### config.mk
export PLATFORM = sky130hd
export DESIGN_NAME = qoi332_decoder
export DESIGN_NICKNAME = d
export VERILOG_FILES = /design/src/rtl/qoi332_pkg.sv /design/src/rtl/qoi332_index_table.sv /design/src/rtl/qoi332_decoder.sv
export SDC_FILE = /design/constraint.sdc
export NUM_CORES = 1
export LEC_CHECK = 0
export CORE_ASPECT_RATIO = 2
export CORE_MARGIN = 2
export CORE_UTILIZATION = 45
export CTS_BUF_LIST = sky130_fd_sc_hd__clkbuf_16
export DETAILED_ROUTE_END_ITERATION = 7
export PLACE_DENSITY = 0.71
export SLEW_MARGIN = 40
export SYNTH_ARGS = -nofsm -noshare
export SYNTH_HDL_FRONTEND = slang
export SYNTH_SLANG_ARGS = --single-unit
### constraint.sdc
create_clock -name clk -period 5.8 [get_ports clk]
set_input_delay 0.58 -clock clk [delete_from_list [all_inputs] [get_ports clk]]
set_output_delay 0.58 -clock clk [all_outputs]
set_load 0.03 [all_outputs]
### src/rtl/qoi332_pkg.sv
// Shared definitions for the RGB332 run/index/diff codec: opcodes, biases,
// decoder states and the index hash used by both encoder and decoder.
package qoi332_pkg;

    localparam logic [7:0] OP_RAW = 8'hFE;
    localparam logic [7:0] OP_END = 8'hFF;

    localparam logic [1:0] TAG_INDEX = 2'b00;
    localparam logic [1:0] TAG_DIFF  = 2'b01;
    localparam logic [1:0] TAG_LUMA  = 2'b10;
    localparam logic [1:0] TAG_RUN   = 2'b11;

    localparam int DIFF_BIAS    = 2;
    localparam int LUMA_G_BIAS  = 32;
    localparam int LUMA_RB_BIAS = 8;

    typedef enum logic [2:0] {
        S_IDLE,
        S_CLEAR,
        S_RD_OP,
        S_OP,
        S_ARG,
        S_RUN,
        S_DONE
    } state_t;

    // (r*3 + g*5 + b*7) mod 64, carried out directly in 6 bits
    function automatic logic [5:0] qoi_hash(input logic [7:0] px);
        return {3'b0, px[7:5]} * 6'd3 + {3'b0, px[4:2]} * 6'd5 + {4'b0, px[1:0]} * 6'd7;
    endfunction

endpackage

### src/rtl/qoi332_index_table.sv
// Recently-seen pixel table: combinational read, one synchronous write port
// shared between the bulk clear sweep and the per-pixel hash update.
module qoi332_index_table
    import qoi332_pkg::*;
#(
    parameter int IDX_BITS = 6
) (
    input  logic                clk,
    input  logic                clear,
    input  logic [IDX_BITS-1:0] clear_idx,
    input  logic                upd,
    input  logic [7:0]          upd_px,
    input  logic [IDX_BITS-1:0] rd_idx,
    output logic [7:0]          rd_px
);

    logic [7:0]          mem [2**IDX_BITS];
    logic                we;
    logic [IDX_BITS-1:0] widx;
    logic [7:0]          wdat;

    always_comb begin
        we   = clear | upd;
        widx = clear ? clear_idx : IDX_BITS'(qoi_hash(upd_px));
        wdat = clear ? 8'h00 : upd_px;
    end

    always_ff @(posedge clk) begin
        if (we) mem[widx] <= wdat;
    end

    assign rd_px = mem[rd_idx];

endmodule

### src/rtl/qoi332_decoder.sv
// Streams encoded bytes out of the source BRAM and writes decoded RGB332
// pixels sequentially into the frame buffer.
module qoi332_decoder
    import qoi332_pkg::*;
#(
    parameter int NUM_PIXELS   = 307200,
    parameter int ADDR_W       = 19,
    parameter int MAX_IN_BYTES = 307200,
    parameter int IDX_BITS     = 6
) (
    input  logic              clk,
    input  logic              rst,
    input  logic              start,
    output logic [ADDR_W-1:0] rd_addr,
    output logic              rd_en,
    input  logic [7:0]        rd_data,
    output logic [ADDR_W-1:0] wr_addr,
    output logic              wr_en,
    output logic [7:0]        wr_data,
    output logic              done,
    output logic              err
);

    localparam logic [ADDR_W:0]   MAX_L = (ADDR_W+1)'(MAX_IN_BYTES);
    localparam logic [ADDR_W:0]   NUM_L = (ADDR_W+1)'(NUM_PIXELS);
    localparam logic [ADDR_W-1:0] LAST  = ADDR_W'(NUM_PIXELS - 1);

    state_t              state, state_nx;
    logic [ADDR_W-1:0]   addr_q, count;
    logic [7:0]          prev, op_q;
    logic [5:0]          run_cnt;
    logic [IDX_BITS-1:0] clr_idx;

    logic                emit, set_err;
    logic [7:0]          emit_px, idx_px, diff_px, luma_px;
    logic [1:0]          tag;
    logic [ADDR_W:0]     addr_ext, addr_p1;
    logic [6:0]          luma_dg;

    assign tag      = rd_data[7:6];
    assign addr_ext = {1'b0, addr_q};
    assign addr_p1  = addr_ext + 1'b1;
    assign done     = (state == S_DONE);

    assign diff_px = {prev[7:5] + {1'b0, rd_data[5:4]} - 3'(DIFF_BIAS),
                      prev[4:2] + {1'b0, rd_data[3:2]} - 3'(DIFF_BIAS),
                      prev[1:0] + rd_data[1:0]         - 2'(DIFF_BIAS)};

    // op_q holds the LUMA opcode while rd_data carries its argument byte
    assign luma_dg = {1'b0, op_q[5:0]} - 7'(LUMA_G_BIAS);
    assign luma_px = {prev[7:5] + 3'({3'b0, rd_data[7:4]} - 7'(LUMA_RB_BIAS) + luma_dg),
                      prev[4:2] + luma_dg[2:0],
                      prev[1:0] + 2'({3'b0, rd_data[3:0]} - 7'(LUMA_RB_BIAS) + luma_dg)};

    qoi332_index_table #(.IDX_BITS(IDX_BITS)) u_table (
        .clk       (clk),
        .clear     (state == S_CLEAR),
        .clear_idx (clr_idx),
        .upd       (emit),
        .upd_px    (emit_px),
        .rd_idx    (rd_data[IDX_BITS-1:0]),
        .rd_px     (idx_px)
    );

    always_comb begin
        state_nx = state;
        emit     = 1'b0;
        emit_px  = prev;
        rd_en    = 1'b0;
        rd_addr  = addr_q;
        set_err  = 1'b0;
        unique case (state)
            S_IDLE:  if (start) state_nx = S_CLEAR;
            S_CLEAR: if (&clr_idx) state_nx = S_RD_OP;
            S_RD_OP: begin
                if (addr_ext >= MAX_L) begin
                    set_err  = 1'b1;
                    state_nx = S_DONE;
                end else begin
                    rd_en    = 1'b1;
                    state_nx = S_OP;
                end
            end
            S_OP: begin
                if (rd_data == OP_END) begin
                    set_err  = ({1'b0, count} < NUM_L);
                    state_nx = S_DONE;
                end else if (rd_data == OP_RAW || tag == TAG_LUMA) begin
                    if (addr_p1 >= MAX_L) begin
                        set_err  = 1'b1;
                        state_nx = S_DONE;
                    end else begin
                        rd_en    = 1'b1;
                        rd_addr  = addr_p1[ADDR_W-1:0];
                        state_nx = S_ARG;
                    end
                end else begin
                    emit = 1'b1;
                    unique case (tag)
                        TAG_INDEX: emit_px = idx_px;
                        TAG_DIFF:  emit_px = diff_px;
                        default:   emit_px = prev;
                    endcase
                    state_nx = (tag == TAG_RUN && rd_data[5:0] != 6'd0) ? S_RUN : S_RD_OP;
                end
            end
            S_ARG: begin
                emit     = 1'b1;
                emit_px  = (op_q == OP_RAW) ? rd_data : luma_px;
                state_nx = S_RD_OP;
            end
            S_RUN: begin
                emit     = 1'b1;
                state_nx = (run_cnt == 6'd1) ? S_RD_OP : S_RUN;
            end
            S_DONE:  if (start) state_nx = S_CLEAR;
            default: state_nx = S_IDLE;
        endcase
        // the final pixel of the frame ends decoding regardless of what remains
        if (emit && count == LAST) state_nx = S_DONE;
    end

    always_ff @(posedge clk or posedge rst) begin
        if (rst) begin
            state   <= S_IDLE;
            addr_q  <= '0;
            count   <= '0;
            prev    <= 8'h00;
            op_q    <= 8'h00;
            run_cnt <= 6'd0;
            clr_idx <= '0;
            wr_en   <= 1'b0;
            wr_addr <= '0;
            wr_data <= 8'h00;
            err     <= 1'b0;
        end else begin
            state <= state_nx;
            wr_en <= emit;
            if (emit) begin
                wr_addr <= count;
                wr_data <= emit_px;
                count   <= count + 1'b1;
                prev    <= emit_px;
            end
            if (set_err) err <= 1'b1;
            unique case (state)
                S_IDLE, S_DONE: begin
                    if (start) begin
                        addr_q  <= '0;
                        count   <= '0;
                        err     <= 1'b0;
                        prev    <= 8'h00;
                        clr_idx <= '0;
                    end
                end
                S_CLEAR: clr_idx <= clr_idx + 1'b1;
                S_OP: begin
                    addr_q <= addr_q + 1'b1;
                    op_q   <= rd_data;
                    if (tag == TAG_RUN) run_cnt <= rd_data[5:0];
                end
                S_ARG:   addr_q  <= addr_q + 1'b1;
                S_RUN:   run_cnt <= run_cnt - 1'b1;
                default: ;
            endcase
        end
    end

endmodule

==> metrics.cfg <==
[run_status]
outcome=complete, but fails checks
violations=setup timing

[synth]
ys_ff_latch=610
synth_common_cells=edfxtp_1, nor2_1, nand2_1, dfrtp_1, mux4_2
ys_top_cells_by_area=edfxtp_1, dfrtp_1, mux4_2
synthArstFlopShare_pct=16.07
synth_compound_area_share_pct=6.628
synthXorXnorAreaFrac_pct=1.663
ys.flop_type=edfxtp_1
synthSimpleGateAreaFrac_pct=8.417
yosysMostFrequentCell=edfxtp_1
synth_edf_count=512
synth_mux_area_share_pct=11.46
yosysUniqueCellTypes=87
synth_area_leader_cell=edfxtp_1
synth_top_family_by_area=multiplexers
synthesis.area_sq_um=26640
synth_top_area_share_pct=57.72
synth_area_per_cell_sq_um=15.04
synth_cells=1771
ys_seq_area_share_pct=66.92
postSynthNetCount=1823
synth_fa_ha_area_share_pct=2.264
yosys_warnings=0

[layout]
drive_above_1_share_pct=25.40
n_fill_cell=4525
n_antenna_cell=0
areaGrowthSynthToFinish_pct=20.92
layout.cells.non_filler=2823
layout.nets=2066
utilization_pct=54.78

[timing]
max_freq_mhz=164.8
finalHoldViolations=0
fin_crit_sh_pct=104.6
max_slew_margin_pct=44.40
drv_slew=0
fin_crit_ps=6068
max_slew.worst_pin.slew_ps=834.1
setup_ws_ps=-267.9
rsz0062_at_grt=yes
setup_viol=512
skew_ps=29.61

[detailed_routing]
first_pass_iters=7
vias_per_cell=5.922
wirelength_um=74360
via_count=16720
ant_nets=0
drt_iter0_markers=1373
drc=0
avgRoutedWirePerCell_um=26.34

[clock_tree]
cts-root-buf=clkbuf_16
numCtsBuffers=50
clock_path_buffers=3
clock_sinks=610
cts.hold.buffers_added=0
h-tree-depth=2
cts_tree=yes
clkTransAtPathRegs_ps=70
clk_latency_ps=610

[die]
start_util_pct=45.30
die_h_um=348.1
ios=61
rows=126
core_sq_um=58800
die_w_um=176.0
die_area_sq_um=61280

[global_routing]
grt_pass1_wl_um=110400
grt_util_all_layers_pct=24.55
antenna_found_initial=0
grt_start_max_net_pins=65
grt_use_met2_pct=44.91
grt-busiest-layer=met2
grtUsageMet3_pct=3.355
grt_pass1_vias=17500
overflow=0
use_met1_pct=25.02

[flow_run]
drv_cap=0

[place]
port_buffers=60
dp_hpwl_um=52890
gp_congestion=0.9393
dpl_worst_slack_ps=-939.4
dp_cells=2713

[setup_path]
required_ps=6070
critPathKind=reg -> reg
critPathMaxFanout=8
worstSetupEndpointType=register
cp.arrival_ps=6340
cp-start-kind=register

[min_path]
min_path_type=in -> async

[critical path, cell delays in order, from the launching register on]
cell      delay [ps]
edfxtp_1         460
mux4_2           490
mux4_2           500
nand2_1           90
nand4_1          230
a31oi_2          260
inv_2             90
fa_1             490
ha_1             300
inv_2             40
fa_1             470
inv_1             50
fa_1             490
ha_1             320
a21o_1           170
a21oi_2          160
xnor2_1          120
mux2_2           340
nor2_4           150
buf_12           140
nand2_8          110
nor2_4           260
[final timing paths]
kind                                                    from                     endpoint  slack, ps  cells after the start
max in group asynchronous                                rst       wr_addr[5]$_DFFE_PP0P_       4500                      3
worst max-delay path            u_table.mem[26][1]$_DFFE_PP_  u_table.mem[2][2]$_DFFE_PP_       -270                     21
worst min register to register       wr_addr[16]$_DFFE_PP0P_      wr_addr[16]$_DFFE_PP0P_        470                      2
worst max register to register  u_table.mem[26][1]$_DFFE_PP_  u_table.mem[2][2]$_DFFE_PP_       -270                     21
worst min-delay path                                     rst         state[0]$_DFFE_PP0P_        380                      2
min in group clk                     wr_addr[16]$_DFFE_PP0P_      wr_addr[16]$_DFFE_PP0P_        470                      2
[stage by stage]
step	setup TNS, ps	hold WS [ps]	cell area (sq um)
detailed placement	-450630	459.7	30170
finish	-119830	382.4	32210
global route	-171710	420.4	32210
global placement	-417400	450.6	30150
CTS	-124260	372.0	32120
floorplan	-223760	446.0	27270
[timing repair]
action / CTS / global route
pin swaps: 32 / 14
endpoints found under the setup margin: 512 / 512
resized for setup: 16 / 7
gates cloned: 0 / 0
setup buffers: 14 / 1
[logic make-up after synthesis]
logic type / Yosys count
mux: 185
fa+ha+maj: 41
buf+inv: 134
xor+xnor: 49
simple gates: 491
compound gates: 261
flops: 610
[layout make-up]
class	count	area, sq um	share of cell area [%]
clock buffers	50	1251	3.884
multi-input cells	1027	8869	27.53
well taps	768	960.9	2.983
repair buffers	277	2749	8.534
inverters	48	185.2	0.5749
clock inverters	43	369.1	1.146
flip-flops and latches	610	17830	55.34
[state kept, by name, summed over array words and instances (netlist names)]
signal       flops
u_table.mem    512
addr_q          19
count           19
wr_addr         19
op_q             8
prev             8
wr_data          8
clr_idx          6
run_cnt          6
state            3
err              1
wr_en            1
[cells in the final DEF, fill, tap and decap left out, types with 50 or more instances in the layout]
master / n
nor2_1: 95
nand2_1: 158
clkdlybuf4s50_1: 56
o21ai_0: 68
nor2_4: 74
edfxtp_1: 512
clkbuf_16: 50
buf_4: 174
mux2i_1: 78
mux4_2: 95
dfrtp_1: 98
inv_1: 54
[routing by layer]
layer,vias to the layer above,wire length [um]
li1,7256,-
met1,8465,24090
met2,742,39660
met3,254,3903
met4,0,6703
met5,-,0
Power is left out: the tool's default activity adds up to more than one toggle a clock period on the data nets, which glitch-free logic cannot reach.
